==> config.mk <==
export PLATFORM = sky130hd
export DESIGN_NAME = fc_infer_scheduler
export DESIGN_NICKNAME = d
export VERILOG_FILES = /design/src/rtl/fc_infer_scheduler.sv
export SDC_FILE = /design/constraint.sdc
export NUM_CORES = 1
export LEC_CHECK = 0
export BUFFER_PORTS_ARGS = -buffer_cell sky130_fd_sc_hd__buf_2
export CAP_MARGIN = 15
export CORE_ASPECT_RATIO = 0.6
export CORE_MARGIN = 10
export CORE_UTILIZATION = 45
export DETAILED_ROUTE_END_ITERATION = 7
export PLACE_DENSITY = 0.66
export SLEW_MARGIN = 25
export SYNTH_ARGS = -nofsm -noshare
export SYNTH_HDL_FRONTEND = slang
export SYNTH_SLANG_ARGS = --single-unit
==> constraint.sdc <==
create_clock -name clk -period 2.4 [get_ports clk]
set_input_delay 0.36 -clock clk [delete_from_list [all_inputs] [get_ports clk]]
set_output_delay 0.36 -clock clk [all_outputs]
set_load 0.03 [all_outputs]
==> src/rtl/fc_infer_scheduler.sv <==
// fc_infer_scheduler
// Runs the fully-connected classifier one frame at a time and forwards each
// 1-bit class result to the drowsiness warning monitor as an isolated pulse.
//
// Ports:
//   clk, rst      clock, synchronous active-high reset
//   frame_valid   front end has a feature vector ready
//   frame_ready   scheduler can accept a frame (combinational, IDLE only)
//   fc_start      one-cycle start pulse to the FC layer
//   fc_done       FC result valid (single cycle)
//   fc_class      FC result: 0 = drowsy, 1 = awake
//   res_valid     single-cycle result pulse to the warning monitor
//   res_data      result bit, held until the next pulse
//   q_count       result queue occupancy
//   timeout_cnt   saturating count of timed-out frames
//   drop_cnt      saturating count of results dropped on a full queue
//   state         FSM state: 0 IDLE, 1 START, 2 WAIT
module fc_infer_scheduler #(
   parameter int unsigned TIMEOUT = 1023,
   parameter int unsigned QDEPTH  = 4,
   parameter int unsigned GAP     = 1
) (
   input  logic                      clk,
   input  logic                      rst,
   input  logic                      frame_valid,
   output logic                      frame_ready,
   output logic                      fc_start,
   input  logic                      fc_done,
   input  logic                      fc_class,
   output logic                      res_valid,
   output logic                      res_data,
   output logic [$clog2(QDEPTH):0]   q_count,
   output logic [7:0]                timeout_cnt,
   output logic [7:0]                drop_cnt,
   output logic [1:0]                state
);

   localparam int unsigned PW = $clog2(QDEPTH);
   localparam int unsigned CW = PW + 1;
   localparam int unsigned WW = 16;
   localparam int unsigned GW = 4;

   typedef enum logic [1:0] {
      S_IDLE  = 2'd0,
      S_START = 2'd1,
      S_WAIT  = 2'd2
   } state_t;

   state_t            st;
   logic [WW-1:0]     wait_cnt;
   logic [GW-1:0]     gap_cnt;
   logic [QDEPTH-1:0] mem;
   logic [PW-1:0]     wr_ptr;
   logic [PW-1:0]     rd_ptr;
   logic              accept;
   logic              push;
   logic              push_ok;
   logic              pop;
   logic              full;
   logic              empty;

   assign state       = st;
   assign frame_ready = (st == S_IDLE);
   assign accept      = frame_valid && frame_ready;

   // Results only count while waiting; stray done pulses elsewhere are ignored.
   assign push  = (st == S_WAIT) && fc_done;
   assign full  = (q_count == CW'(QDEPTH));
   assign empty = (q_count == '0);

   // Pop only when the output is idle and the inter-pulse gap has elapsed.
   assign pop = !empty && !res_valid && (gap_cnt == '0);

   // A full queue still accepts a push when a pop frees a slot in the same cycle.
   assign push_ok = push && (!full || pop);

   // Frame sequencing FSM with timeout.
   always_ff @(posedge clk) begin
      if (rst) begin
         st          <= S_IDLE;
         fc_start    <= 1'b0;
         wait_cnt    <= '0;
         timeout_cnt <= '0;
      end else begin
         fc_start <= 1'b0;
         case (st)
            S_IDLE: begin
               if (accept) begin
                  st       <= S_START;
                  fc_start <= 1'b1;
               end
            end
            S_START: begin
               st       <= S_WAIT;
               wait_cnt <= '0;
            end
            S_WAIT: begin
               // done takes priority over a coincident timeout
               if (fc_done) begin
                  st <= S_IDLE;
               end else if (wait_cnt == WW'(TIMEOUT - 1)) begin
                  st <= S_IDLE;
                  if (timeout_cnt != 8'hFF) begin
                     timeout_cnt <= timeout_cnt + 8'd1;
                  end
               end else begin
                  wait_cnt <= wait_cnt + WW'(1);
               end
            end
            default: st <= S_IDLE;
         endcase
      end
   end

   // Queue storage; contents are don't-care until written.
   always_ff @(posedge clk) begin
      if (push_ok) begin
         mem[wr_ptr] <= fc_class;
      end
   end

   // Queue pointers, occupancy, drop counting and paced output.
   always_ff @(posedge clk) begin
      if (rst) begin
         wr_ptr    <= '0;
         rd_ptr    <= '0;
         q_count   <= '0;
         drop_cnt  <= '0;
         res_valid <= 1'b0;
         res_data  <= 1'b0;
         gap_cnt   <= '0;
      end else begin
         res_valid <= pop;
         if (pop) begin
            res_data <= mem[rd_ptr];
            rd_ptr   <= rd_ptr + PW'(1);
         end
         if (push_ok) begin
            wr_ptr <= wr_ptr + PW'(1);
         end else if (push && drop_cnt != 8'hFF) begin
            drop_cnt <= drop_cnt + 8'd1;
         end
         case ({push_ok, pop})
            2'b10:   q_count <= q_count + CW'(1);
            2'b01:   q_count <= q_count - CW'(1);
            default: q_count <= q_count;
         endcase
         // Gap loads on the pulse cycle and counts down while the output is low.
         if (res_valid) begin
            gap_cnt <= GW'(GAP);
         end else if (gap_cnt != '0) begin
            gap_cnt <= gap_cnt - GW'(1);
         end
      end
   end

endmodule

==> metrics.md, run 1 <==
| Metric | Value |
|---|---|
| Status | `complete, no violations` |
| Post-layout min period | `2.14 ns` |
| Worst hold start | `fc_class` |
| CP endpoint kind | `register` |
| Post-cts sizing count | `0` |
| # rows | `21` |
| CP Max Fanout | `4` |
| Netlist cell types | `53` |
| TritonCTS Sinks | `52` |
| Final antenna-violating net count | `0` |
| Drt pass-1 iters | `4` |
| Maximum clock path buffer count | `2` |
| N_diodes | `0` |
| Nets | `333` |
| Drt initial violations | `127` |
| DRT Wirelength | `5.47 mm` |
| Synth top area share | `37.6%` |
| Fin crit share | `89.2%` |
| Setup TNS Final | `0 ns` |
| Top cells by area, synth | `dfxtp_1 (38%), nor2_1 (6.9%), xnor2_1 (6.2%), ha_1 (4.9%), edfxtp_1 (4.7%)` |
| RSZ-0062 raised after global routing | `false` |
| Worst Path Arrival | `2.39 ns` |
| Largest net degree at the start of global routing | `23` |
| Setup repair bufs after CTS | `0` |
| Root buf cell | `clkbuf_8` |
| Routability cong. | `0.843` |
| Hpwl dp | `4.07 mm` |
| Finished Cell Area | `0.00293 mm2` |
| Clk_skew | `0.00571 ns` |
| Layout area overhead | `14.5%` |
| Register area share after synthesis | `42.3%` |
| Worst hold path class | `input port to register` |
| Total Routing Usage GR | `12.3%` |
| Final hold vios | `0` |
| Placed instance area | `0.00281 mm2` |
| CTS tree | `built` |
| Residual DRC count | `0` |
| Die height | `78.4 um` |
| Cell area power density | `644 mW/mm2` |
| Layout cells sized above 1 | `17.3%` |
| Flop2flop setup slack | `0.26 ns` |
| Fraction of registers with async set/reset | `0%` |
| Worst Path Class, Setup | `register to register` |
| Peak supply drop | `0.253 mV` |
| First-pass GRT wire length | `9.56 mm` |
| R2r endpoint | `q_count[2]` |
| Max Fclk | `467 MHz` |
| Primary FF master, synth | `dfxtp_1` |
| Slew at the pin closest to its max-slew limit | `0.618 ns` |
| Initial antenna violation count | `0` |
| Slew Viols, Final | `0` |
| Top-count cell post-synth | `dfxtp_1` |
| H-tree Lvls | `2` |
| Commonest cells post-synth | `dfxtp_1 (48), nor2_1 (47), xnor2_1 (18)` |
| Hold Path Depth | `1` |
| Inserted Clock Buffers | `5` |
| Worst EP required | `2.65 ns` |
| Die ar. | `0.00919 mm2` |
| I/O Buffers | `29` |
| Total number of vias | `2,111` |
| DIE WIDTH | `117 um` |
| Dominant cell type by area after synthesis | `dfxtp_1` |
| R2R cell count | `9` |
| Pleak | `1.10 nW` |
| # hold bufs at CTS | `0` |
| Hold Path Sink | `mem[2]` |
| Mapped Area | `0.00256 mm2` |
| Starting Density | `46.1%` |
| Yosys warning count | `0` |
| Pwr Total | `1.89 mW` |
| Post-synth EDFFs | `4` |
| Top Ports | `30` |
| Syn_nets | `300` |
| Final setup vio count | `0` |
| Vias/cell | `5.30` |
| Number of global-route vias before repair | `1,984` |
| Slew headroom | `58.6%` |
| Clock slew at reported path FFs | `0.10 ns` |
| Post-synthesis cell count | `284` |
| Core Region | `0.00554 mm2` |
| Crit path launch type | `register` |
| Worst skew pair latency | `0.31 ns` |
| Total gr overflow | `0` |
| WL per Instance | `13.7 um` |
| Max-cap viol count | `0` |
| Seq cells post-synth | `52` |
| Syn_area_per_cell | `9.00 um2` |
| Reg2reg start | `gap_cnt[0]` |
-- power breakdown --
group / internal, mW / total (mW) / switching (mW)
logic: 0.150 / 0.349 / 0.198
clock network: 0.309 / 0.599 / 0.291
registers: 0.906 / 0.939 / 0.0331
total: 1.36 / 1.89 / 0.522
-- worst max-delay path: stages (launching register included) --
cell,delay (ns)
dfxtp_1,0.32
inv_1,0.11
ha_1,0.20
nor4b_2,0.26
o31ai_1,0.16
nor2_1,0.15
fa_1,0.25
mux2_2,0.34
a21o_1,0.17
a21oi_1,0.12
-- how the worst max path moves through the flow --
stage | start | end | slack (ns) | cells after the start
global route | gap_cnt[0] | q_count[2] | 0.07 | 9
floorplan | q_count[0] | q_count[2] | 0.19 | 6
global placement | gap_cnt[0] | q_count[2] | 0.28 | 9
finish | gap_cnt[0] | q_count[2] | 0.26 | 9
CTS | gap_cnt[0] | q_count[2] | 0.13 | 9
detailed placement | gap_cnt[0] | q_count[2] | 0.15 | 9
-- cell families (layout without fill, tap and decap cells) --
group,Yosys count,after routing,synth area share [%]
and+or+nand+nor,126,126,25.6
muxes,4,4,2.10
adders and majority gates,11,11,5.68
buffers and inverters,19,53,2.89
xor gates and xnor gates,24,24,8.22
DFF,52,52,42.3
AOI/OAI and AO/OA,48,48,13.2
-- routing by layer --
metal / vias up / GRT usage, % / routed length, um
li1: 1086 / - / -
met1: 952 / 16.7 / 2870
met2: 66 / 17.3 / 2110
met3: 7 / 4.64 / 425
met4: 0 / 4.35 / 59
met5: - / 0 / 0
-- placed cells by master, fill, tap and decap left out, types with 2 or more instances in the layout --
master	instances
and3_1	5
o31ai_1	4
nand2_1	11
buf_4	6
nor3_1	9
or3_1	4
a31oi_1	3
nor4b_2	2
mux2i_1	2
nand4_1	5
o211ai_1	6
xnor2_1	18
or4_1	2
o21ai_0	11
and2_1	8
buf_2	29
o21a_1	2
xor2_1	6
dfxtp_1	48
inv_1	10
edfxtp_1	4
nor4_1	6
a21oi_1	7
nor2_1	47
clkbuf_8	5
nor4b_1	2
ha_1	10
nand3_1	15
o2111ai_1	3
-- per-stage QoR --
stage / worst slack (ns) / cells / hold slack (ns) / util (%)
finish: 0.260 / 398 / 0.253 / 52.8
detailed placement: 0.154 / 390 / 0.476 / 50.7
global route: 0.0730 / 398 / 0.242 / 52.8
global placement: 0.282 / 390 / 0.465 / 50.7
CTS: 0.133 / 398 / 0.248 / 52.7
floorplan: 0.185 / 284 / 0.445 / -
-- registers in the layout, indices dropped and copies added, names as in the netlist, 2 cells and up --
| name | flops |
|---|---|
| wait_cnt | 16 |
| wr_ptr | 2 |
| mem | 4 |
| timeout_cnt | 8 |
| q_count | 3 |
| drop_cnt | 8 |
| rd_ptr | 2 |
| gap_cnt | 4 |
| state | 2 |
-- cell type report --
type | instances | area (um2)
Fill cell | 521 | 2620
Timing Repair Buffer | 35 | 190
Sequential cell | 52 | 1080
Clock buffer | 5 | 68.8
Inverter | 10 | 37.5
Tap cell | 80 | 100
Multi-Input combinational cell | 213 | 1410
Clock inverter | 3 | 42.5
(Power assumes the default switching activity.)
==> inputs of run 2 (changes only) <==
--- a/config.mk
+++ b/config.mk
@@ -5,13 +5,15 @@
 export SDC_FILE = /design/constraint.sdc
 export NUM_CORES = 1
 export LEC_CHECK = 0
+export ABC_AREA = 0
 export BUFFER_PORTS_ARGS = -buffer_cell sky130_fd_sc_hd__buf_2
 export CAP_MARGIN = 15
 export CORE_ASPECT_RATIO = 0.6
 export CORE_MARGIN = 10
-export CORE_UTILIZATION = 45
+export CORE_UTILIZATION = 57
 export DETAILED_ROUTE_END_ITERATION = 7
-export PLACE_DENSITY = 0.66
+export PLACE_DENSITY = 0.8
+export REMOVE_ABC_BUFFERS = 1
 export SLEW_MARGIN = 25
 export SYNTH_ARGS = -nofsm -noshare
 export SYNTH_HDL_FRONTEND = slang
==> metrics.md, run 2 (synthesis results as in run 1) <==
| Metric | Value |
|---|---|
| Status | `complete, no violations (unchanged)` |
| Die height | `71.9 um (was 78.4 um)` |
| Layout cells sized above 1 | `16.7% (was 17.3%)` |
| Grt met2 use | `22.2% (was 17.3%)` |
| Fin crit share | `88.1% (was 89.2%)` |
| Placed cells | `369 (was 390)` |
| Worst hold start | `fc_class (unchanged)` |
| Total gr overflow | `0 (unchanged)` |
| Die ar. | `0.00765 mm2 (was 0.00919 mm2)` |
| WL per Instance | `15.1 um (was 13.7 um)` |
| Met1 Use GR | `20.7% (was 16.7%)` |
| WP buf/inv | `1 (unchanged)` |
| Top Ports | `30 (unchanged)` |
| Post-cts sizing count | `0 (unchanged)` |
| Max Fclk | `473 MHz (was 467 MHz)` |
| Vias/cell | `5.69 (was 5.30)` |
| Critical Path Start | `gap_cnt[0] (unchanged)` |
| Layout area overhead | `13.3% (was 14.5%)` |
| Total Routing Usage GR | `15.1% (was 12.3%)` |
| CP endpoint kind | `register (unchanged)` |
| Root buf cell | `clkbuf_8 (unchanged)` |
| R2R cell count | `9 (unchanged)` |
| Critical path cell sequence | `inv_1 > ha_1 > nor4b_2 > o31ai_1 > nor2_1 > fa_1 > mux2_2 > a21o_1 > a21oi_1 (unchanged)` |
| Number of global-route vias before repair | `2,019 (was 1,984)` |
| Max FFs per register | `16 (unchanged)` |
| GR Util met3 | `4.91% (was 4.64%)` |
| Drt initial violations | `131 (was 127)` |
| Maximum clock path buffer count | `2 (unchanged)` |
| Setup repair bufs after CTS | `0 (unchanged)` |
| Pre-CTS WS | `0.221 ns (was 0.154 ns)` |
| Slew Viols, Final | `0 (unchanged)` |
| Core Region | `0.00421 mm2 (was 0.00554 mm2)` |
| Initial antenna violation count | `0 (unchanged)` |
| Final Non-Filler Cells | `377 (was 398)` |
| DIE WIDTH | `106 um (was 117 um)` |
| Worst Path Class, Setup | `register to register (unchanged)` |
| Reg2reg start | `gap_cnt[0] (unchanged)` |
| Delay-heaviest family, CP | `adder cells (unchanged)` |
| N_diodes | `0 (unchanged)` |
| Drt pass-1 iters | `4 (unchanged)` |
| Crit path capture | `q_count[2] (unchanged)` |
| Residual DRC count | `0 (unchanged)` |
| R2r endpoint | `q_count[2] (unchanged)` |
| Worst EP required | `2.64 ns (was 2.65 ns)` |
| Slew headroom | `59.5% (was 58.6%)` |
| Total number of vias | `2,144 (was 2,111)` |
| Pleak | `1.10 nW (about the same)` |
| Max-cap viol count | `0 (unchanged)` |
| RSZ-0062 raised after global routing | `false (unchanged)` |
| Worst skew pair latency | `0.30 ns (was 0.31 ns)` |
| Routability cong. | `0.872 (was 0.843)` |
| Flop2flop setup slack | `0.29 ns (was 0.26 ns)` |
| Starting Density | `60.7% (was 46.1%)` |
| Worst hold path class | `input port to register (unchanged)` |
| Critical-path top delay cell | `mux2_2 (unchanged)` |
| I/O Buffers | `29 (unchanged)` |
| Most frequent cells in the layout | `dfxtp_1 (48), nor2_1 (47), buf_2 (29) (unchanged)` |
| Hpwl dp | `4.12 mm (was 4.07 mm)` |
| Final antenna-violating net count | `0 (unchanged)` |
| H-tree Lvls | `2 (unchanged)` |
| First-pass GRT wire length | `9.58 mm (was 9.56 mm)` |
| Post-layout min period | `2.11 ns (was 2.14 ns)` |
| Nets | `332 (was 333)` |
| Worst path depth | `9 (unchanged)` |
| # rows | `18 (was 21)` |
| DRT Wirelength | `5.68 mm (was 5.47 mm)` |
| CTS tree | `built (unchanged)` |
| Slew at the pin closest to its max-slew limit | `0.605 ns (was 0.618 ns)` |
| Worst Path Arrival | `2.35 ns (was 2.39 ns)` |
| GRT Max-Usage Layer | `met2 (unchanged)` |
| Final worst slack | `0.286 ns (was 0.260 ns)` |
| Worst path max stage delay | `0.34 ns (about the same)` |
| Inserted Clock Buffers | `5 (unchanged)` |
| Clock slew at reported path FFs | `0.10 ns (about the same)` |
| Largest net degree at the start of global routing | `37 (was 23)` |
| Cell area power density | `652 mW/mm2 (was 644 mW/mm2)` |
| Most common cell after layout, fill and taps aside | `dfxtp_1 (unchanged)` |
| CP Max Fanout | `4 (unchanged)` |
| Final hold vios | `0 (unchanged)` |
| Final setup vio count | `0 (unchanged)` |
| Biggest register | `wait_cnt (unchanged)` |
| Crit path launch type | `register (unchanged)` |
| # hold bufs at CTS | `0 (unchanged)` |
| Top Registers | `wait_cnt x16, drop_cnt x8, timeout_cnt x8 (unchanged)` |
| Peak supply drop | `0.381 mV (was 0.253 mV)` |
| TritonCTS Sinks | `52 (unchanged)` |
| Setup TNS Final | `0 ns (unchanged)` |
| Clk_skew | `0.00690 ns (was 0.00571 ns)` |
-- run 2: cell count changes in the layout (fill, tap and decap cells not counted) --
cell,change
clkinv_4,+1
clkinvlp_4,-1
buf_4,-1
clkinv_1,+1
clkinv_2,-1
-- run 2: how the worst min path moves through the flow --
stage | endpoint | slack [ns] | depth (start not counted)
6_report | mem[2] | 0.28 | 1
3_3_place_gp | wait_cnt[4] | 0.47 | 1
3_5_place_dp | wait_cnt[4] | 0.48 | 1
5_1_grt | mem[1] | 0.28 | 1
4_1_cts | mem[3] | 0.27 | 1
2_1_floorplan | drop_cnt[1] | 0.43 | 1
-- run 2: area by class of cell --
cell class	instances	area (um2)
clock buffers	5	68.8
clock inverters	3	42.5
fillers	349	1320
inverters	10	37.5
multi-input cells	213	1410
flip-flops and latches	52	1080
well taps	60	75.1
repair buffers	34	183
-- run 2: worst reg2reg max path: stages, from the launching register on --
cell and delay [ns]:
dfxtp_1 0.32, inv_1 0.12, ha_1 0.20, nor4b_2 0.24
o31ai_1 0.13, nor2_1 0.14, fa_1 0.25, mux2_2 0.34
a21o_1 0.17, a21oi_1 0.13
-- run 2: metrics by stage --
stage               utilization (%)  area, um2  total power [mW]  hold WS (ns)
detailed placement             66.0       2780              1.29         0.477
finish                         68.7       2900              1.89         0.277
floorplan                         -       2520              1.19         0.429
global route                   68.7       2900              1.98         0.275
global placement               66.0       2780              1.28         0.465
CTS                            68.6       2890              1.89         0.268
-- run 2: layer usage --
layer	wire (um)	up-vias
met3	437	7
met2	2400	65
met4	58	0
met1	2780	975
li1	-	1097
met5	0	-
-- run 2: power by group --
part / switching (mW) / internal [mW]
Combinational: 0.199 / 0.149
Clock: 0.290 / 0.309
Sequential: 0.0346 / 0.906
Total: 0.524 / 1.36
==> inputs of run 3 (changes only) <==
--- a/config.mk
+++ b/config.mk
@@ -5,14 +5,14 @@
 export SDC_FILE = /design/constraint.sdc
 export NUM_CORES = 1
 export LEC_CHECK = 0
-export ABC_AREA = 0
+export ABC_AREA = 1
 export BUFFER_PORTS_ARGS = -buffer_cell sky130_fd_sc_hd__buf_2
 export CAP_MARGIN = 15
 export CORE_ASPECT_RATIO = 0.6
 export CORE_MARGIN = 10
-export CORE_UTILIZATION = 57
+export CORE_UTILIZATION = 63
 export DETAILED_ROUTE_END_ITERATION = 7
-export PLACE_DENSITY = 0.8
+export PLACE_DENSITY = 0.87
 export REMOVE_ABC_BUFFERS = 1
 export SLEW_MARGIN = 25
 export SYNTH_ARGS = -nofsm -noshare
==> constraint.sdc (replaced) <==
create_clock -name clk -period 2.6 [get_ports clk]
set_input_delay 0.39 -clock clk [delete_from_list [all_inputs] [get_ports clk]]
set_output_delay 0.39 -clock clk [all_outputs]
set_load 0.03 [all_outputs]
==> metrics.md, run 3 <==
| Metric | Value |
|---|---|
| Status | `complete, no violations (unchanged)` |
| Syn_area_per_cell | `7.06 um2 (was 9.00 um2)` |
| Total gr overflow | `0 (unchanged)` |
| Final antenna-violating net count | `0 (unchanged)` |
| N_diodes | `0 (unchanged)` |
| Crit path launch type | `register (unchanged)` |
| DIE WIDTH | `107 um (was 106 um)` |
| Post-synthesis mux area share | `0% (was 2.10%)` |
| Commonest cells post-synth | `nand2_1 (99), nor2_1 (69), dfxtp_1 (48) (was dfxtp_1 (48), nor2_1 (47), xnor2_1 (18))` |
| CP Max Fanout | `7 (was 4)` |
| Nets | `452 (was 332)` |
| Reg2reg start | `gap_cnt[0] (unchanged)` |
| Most frequent cells in the layout | `nand2_1 (99), nor2_1 (69), dfxtp_1 (48) (was dfxtp_1 (48), nor2_1 (47), buf_2 (29))` |
| Post-synth EDFFs | `4 (unchanged)` |
| Root buf cell | `clkbuf_8 (unchanged)` |
| Placed instance area | `0.00305 mm2 (was 0.00278 mm2)` |
| # hold bufs at CTS | `0 (unchanged)` |
| Slew at the pin closest to its max-slew limit | `0.463 ns (was 0.605 ns)` |
| Post-synthesis xor/xnor area fraction | `4.87% (was 8.22%)` |
| Top cells by area, synth | `dfxtp_1 (33%), nand2_1 (13%), nor2_1 (9.0%), inv_1 (5.3%), a21oi_1 (5.0%) (was dfxtp_1 (38%), nor2_1 (6.9%), xnor2_1 (6.2%), ha_1 (4.9%), edfxtp_1 (4.7%))` |
| Peak supply drop | `0.369 mV (was 0.381 mV)` |
| Worst skew pair latency | `0.31 ns (was 0.30 ns)` |
| Final setup vio count | `0 (unchanged)` |
| Worst hold path class | `input port to register (unchanged)` |
| Slew headroom | `69.1% (was 59.5%)` |
| Critical Path Start | `gap_cnt[0] (unchanged)` |
| Final hold vios | `0 (unchanged)` |
| Starting Density | `67.6% (was 60.7%)` |
| Most common cell after layout, fill and taps aside | `nand2_1 (was dfxtp_1)` |
| Max FFs per register | `16 (unchanged)` |
| Routability cong. | `0.885 (was 0.872)` |
| Top Ports | `30 (unchanged)` |
| Die height | `72.4 um (was 71.9 um)` |
| Worst path max stage delay | `0.38 ns (was 0.34 ns)` |
| Fraction of registers with async set/reset | `0% (unchanged)` |
| Die ar. | `0.00776 mm2 (was 0.00765 mm2)` |
| Synth top area share | `33.4% (was 37.6%)` |
| Post-layout min period | `1.91 ns (was 2.11 ns)` |
| Biggest register | `wait_cnt (unchanged)` |
| Post-Synth Adder-Cell Area | `5.04% (was 5.68%)` |
| Cell area power density | `582 mW/mm2 (was 652 mW/mm2)` |
| # rows | `18 (unchanged)` |
| I/O Buffers | `29 (unchanged)` |
| Most used cell, CP | `nand2_1` |
| Netlist cell types | `33 (was 53)` |
| Maximum clock path buffer count | `2 (unchanged)` |
| Layout cells sized above 1 | `15.6% (was 16.7%)` |
| Layout area overhead | `8.95% (was 13.3%)` |
| Max Fclk | `524 MHz (was 473 MHz)` |
| Worst hold slack | `0.311 ns (was 0.277 ns)` |
| Post-cts sizing count | `0 (unchanged)` |
| Mapped Area | `0.00288 mm2 (was 0.00256 mm2)` |
| First-pass GRT wire length | `11.1 mm (was 9.58 mm)` |
| Top Registers | `wait_cnt x16, drop_cnt x8, timeout_cnt x8 (unchanged)` |
| Drt pass-1 iters | `5 (was 4)` |
| Pleak | `1.31 nW (was 1.10 nW)` |
| Hpwl dp | `4.87 mm (was 4.12 mm)` |
| RSZ-0062 raised after global routing | `false (unchanged)` |
| Compound-Gate Fraction of Synth Area | `11.0% (was 13.2%)` |
| Total number of vias | `2,643 (was 2,144)` |
| Synth Area in Simple Gates | `33.2% (was 25.6%)` |
| Dominant cell type by area after synthesis | `dfxtp_1 (unchanged)` |
| Fin crit share | `73.5% (was 88.1%)` |
| Number of global-route vias before repair | `2,509 (was 2,019)` |
| H-tree Lvls | `2 (unchanged)` |
| Critical-path top delay cell | `fa_1 (was mux2_2)` |
| Clk_skew | `0.00977 ns (was 0.00690 ns)` |
| CTS tree | `built (unchanged)` |
| Setup repair bufs after CTS | `0 (unchanged)` |
| WL per Instance | `12.9 um (was 15.1 um)` |
| CP endpoint kind | `register (unchanged)` |
| Primary FF master, synth | `dfxtp_1 (unchanged)` |
| Post-synthesis cell count | `408 (was 284)` |
| Seq cells post-synth | `52 (unchanged)` |
| Register area share after synthesis | `37.5% (was 42.3%)` |
| Vias/cell | `5.32 (was 5.69)` |
| Setup TNS Final | `0 ns (unchanged)` |
| Critical path cell sequence | `inv_1 > ha_1 > nand2_1 > nor2_2 > nand3_2 > inv_2 > nand2_1 > inv_2 > fa_1 > inv_1 > nand2_1 > a21oi_1 > nor2_1 (was inv_1 > ha_1 > nor4b_2 > o31ai_1 > nor2_1 > fa_1 > mux2_2 > a21o_1 > a21oi_1)` |
| DRT Wirelength | `6.44 mm (was 5.68 mm)` |
| Residual DRC count | `0 (unchanged)` |
| Total Routing Usage GR | `17.2% (was 15.1%)` |
| Largest net degree at the start of global routing | `19 (was 37)` |
| Clock slew at reported path FFs | `0.09 ns (was 0.10 ns)` |
| Initial antenna violation count | `0 (unchanged)` |
| Delay-heaviest family, CP | `adder cells (unchanged)` |
| Yosys warning count | `0 (unchanged)` |
| Worst Path Arrival | `2.11 ns (was 2.35 ns)` |
| Worst hold start | `fc_class (unchanged)` |
| Drt initial violations | `207 (was 131)` |
| Inserted Clock Buffers | `5 (unchanged)` |
| Max-cap viol count | `0 (unchanged)` |
| Worst Path Class, Setup | `register to register (unchanged)` |
| Core Region | `0.00426 mm2 (was 0.00421 mm2)` |
| WP buf/inv | `4 (was 1)` |
| Top-count cell post-synth | `nand2_1 (was dfxtp_1)` |
| Worst EP required | `2.80 ns (was 2.64 ns)` |
| Slew Viols, Final | `0 (unchanged)` |
| Finished Cell Area | `0.00314 mm2 (was 0.00290 mm2)` |
| Largest family of logic cells by synthesized area | `simple AND/OR/NAND/NOR gates (unchanged)` |
| Final Core Density | `73.7% (was 68.7%)` |
| TritonCTS Sinks | `52 (unchanged)` |
## run 3: area by class of cell
type	instances	area [um2]
Clock buffer	6	72.6
Clock inverter	2	11.3
Fill cell	346	1120
Inverter	47	178
Multi-Input combinational cell	299	1560
Sequential cell	52	1080
Tap cell	60	75.1
Timing Repair Buffer	31	160
## run 3: through the flow
step | worst slack, ns | total power, mW | instances
after floorplan | 0.577 | 1.27 | 398
after global placement | 0.798 | 1.38 | 489
after detailed placement | 0.698 | 1.39 | 489
after CTS | 0.687 | 1.83 | 497
after global routing | 0.468 | 1.94 | 497
final | 0.690 | 1.83 | 497
## run 3: kinds of logic after synthesis
logic type	after synthesis
buffers and inverters	57
adders and majority gates	11
AOI/OAI and AO/OA	54
and+or+nand+nor	218
DFF	52
xor gates and xnor gates	16
## run 3: per-layer routing
metal  vias up  wire (um)  GRT usage (%)  part of all wire [%]
met1      1192       3040           22.7                    47
met4         0         62           4.78                  0.96
met5         -          0              0                     0
li1       1340          -              -                     -
met3        11        671           5.82                    10
met2       100       2660           26.0                    41
## run 3: power breakdown
part	total, mW	switching, mW	internal [mW]	leakage [nW]
Sequential	0.924	0.0540	0.870	0.424
Clock	0.450	0.263	0.187	0.0388
Combinational	0.451	0.310	0.141	0.845
Total	1.83	0.628	1.20	1.31
## run 3: worst paths after layout
| path | cells past startpoint | endpoint | slack [ns] |
|---|---|---|---|
| max reg2reg | 13 | q_count[2] | 0.69 |
| max | 13 | q_count[2] | 0.69 |
| min | 1 | mem[1] | 0.31 |
| min reg2reg | 2 | gap_cnt[0] | 0.47 |
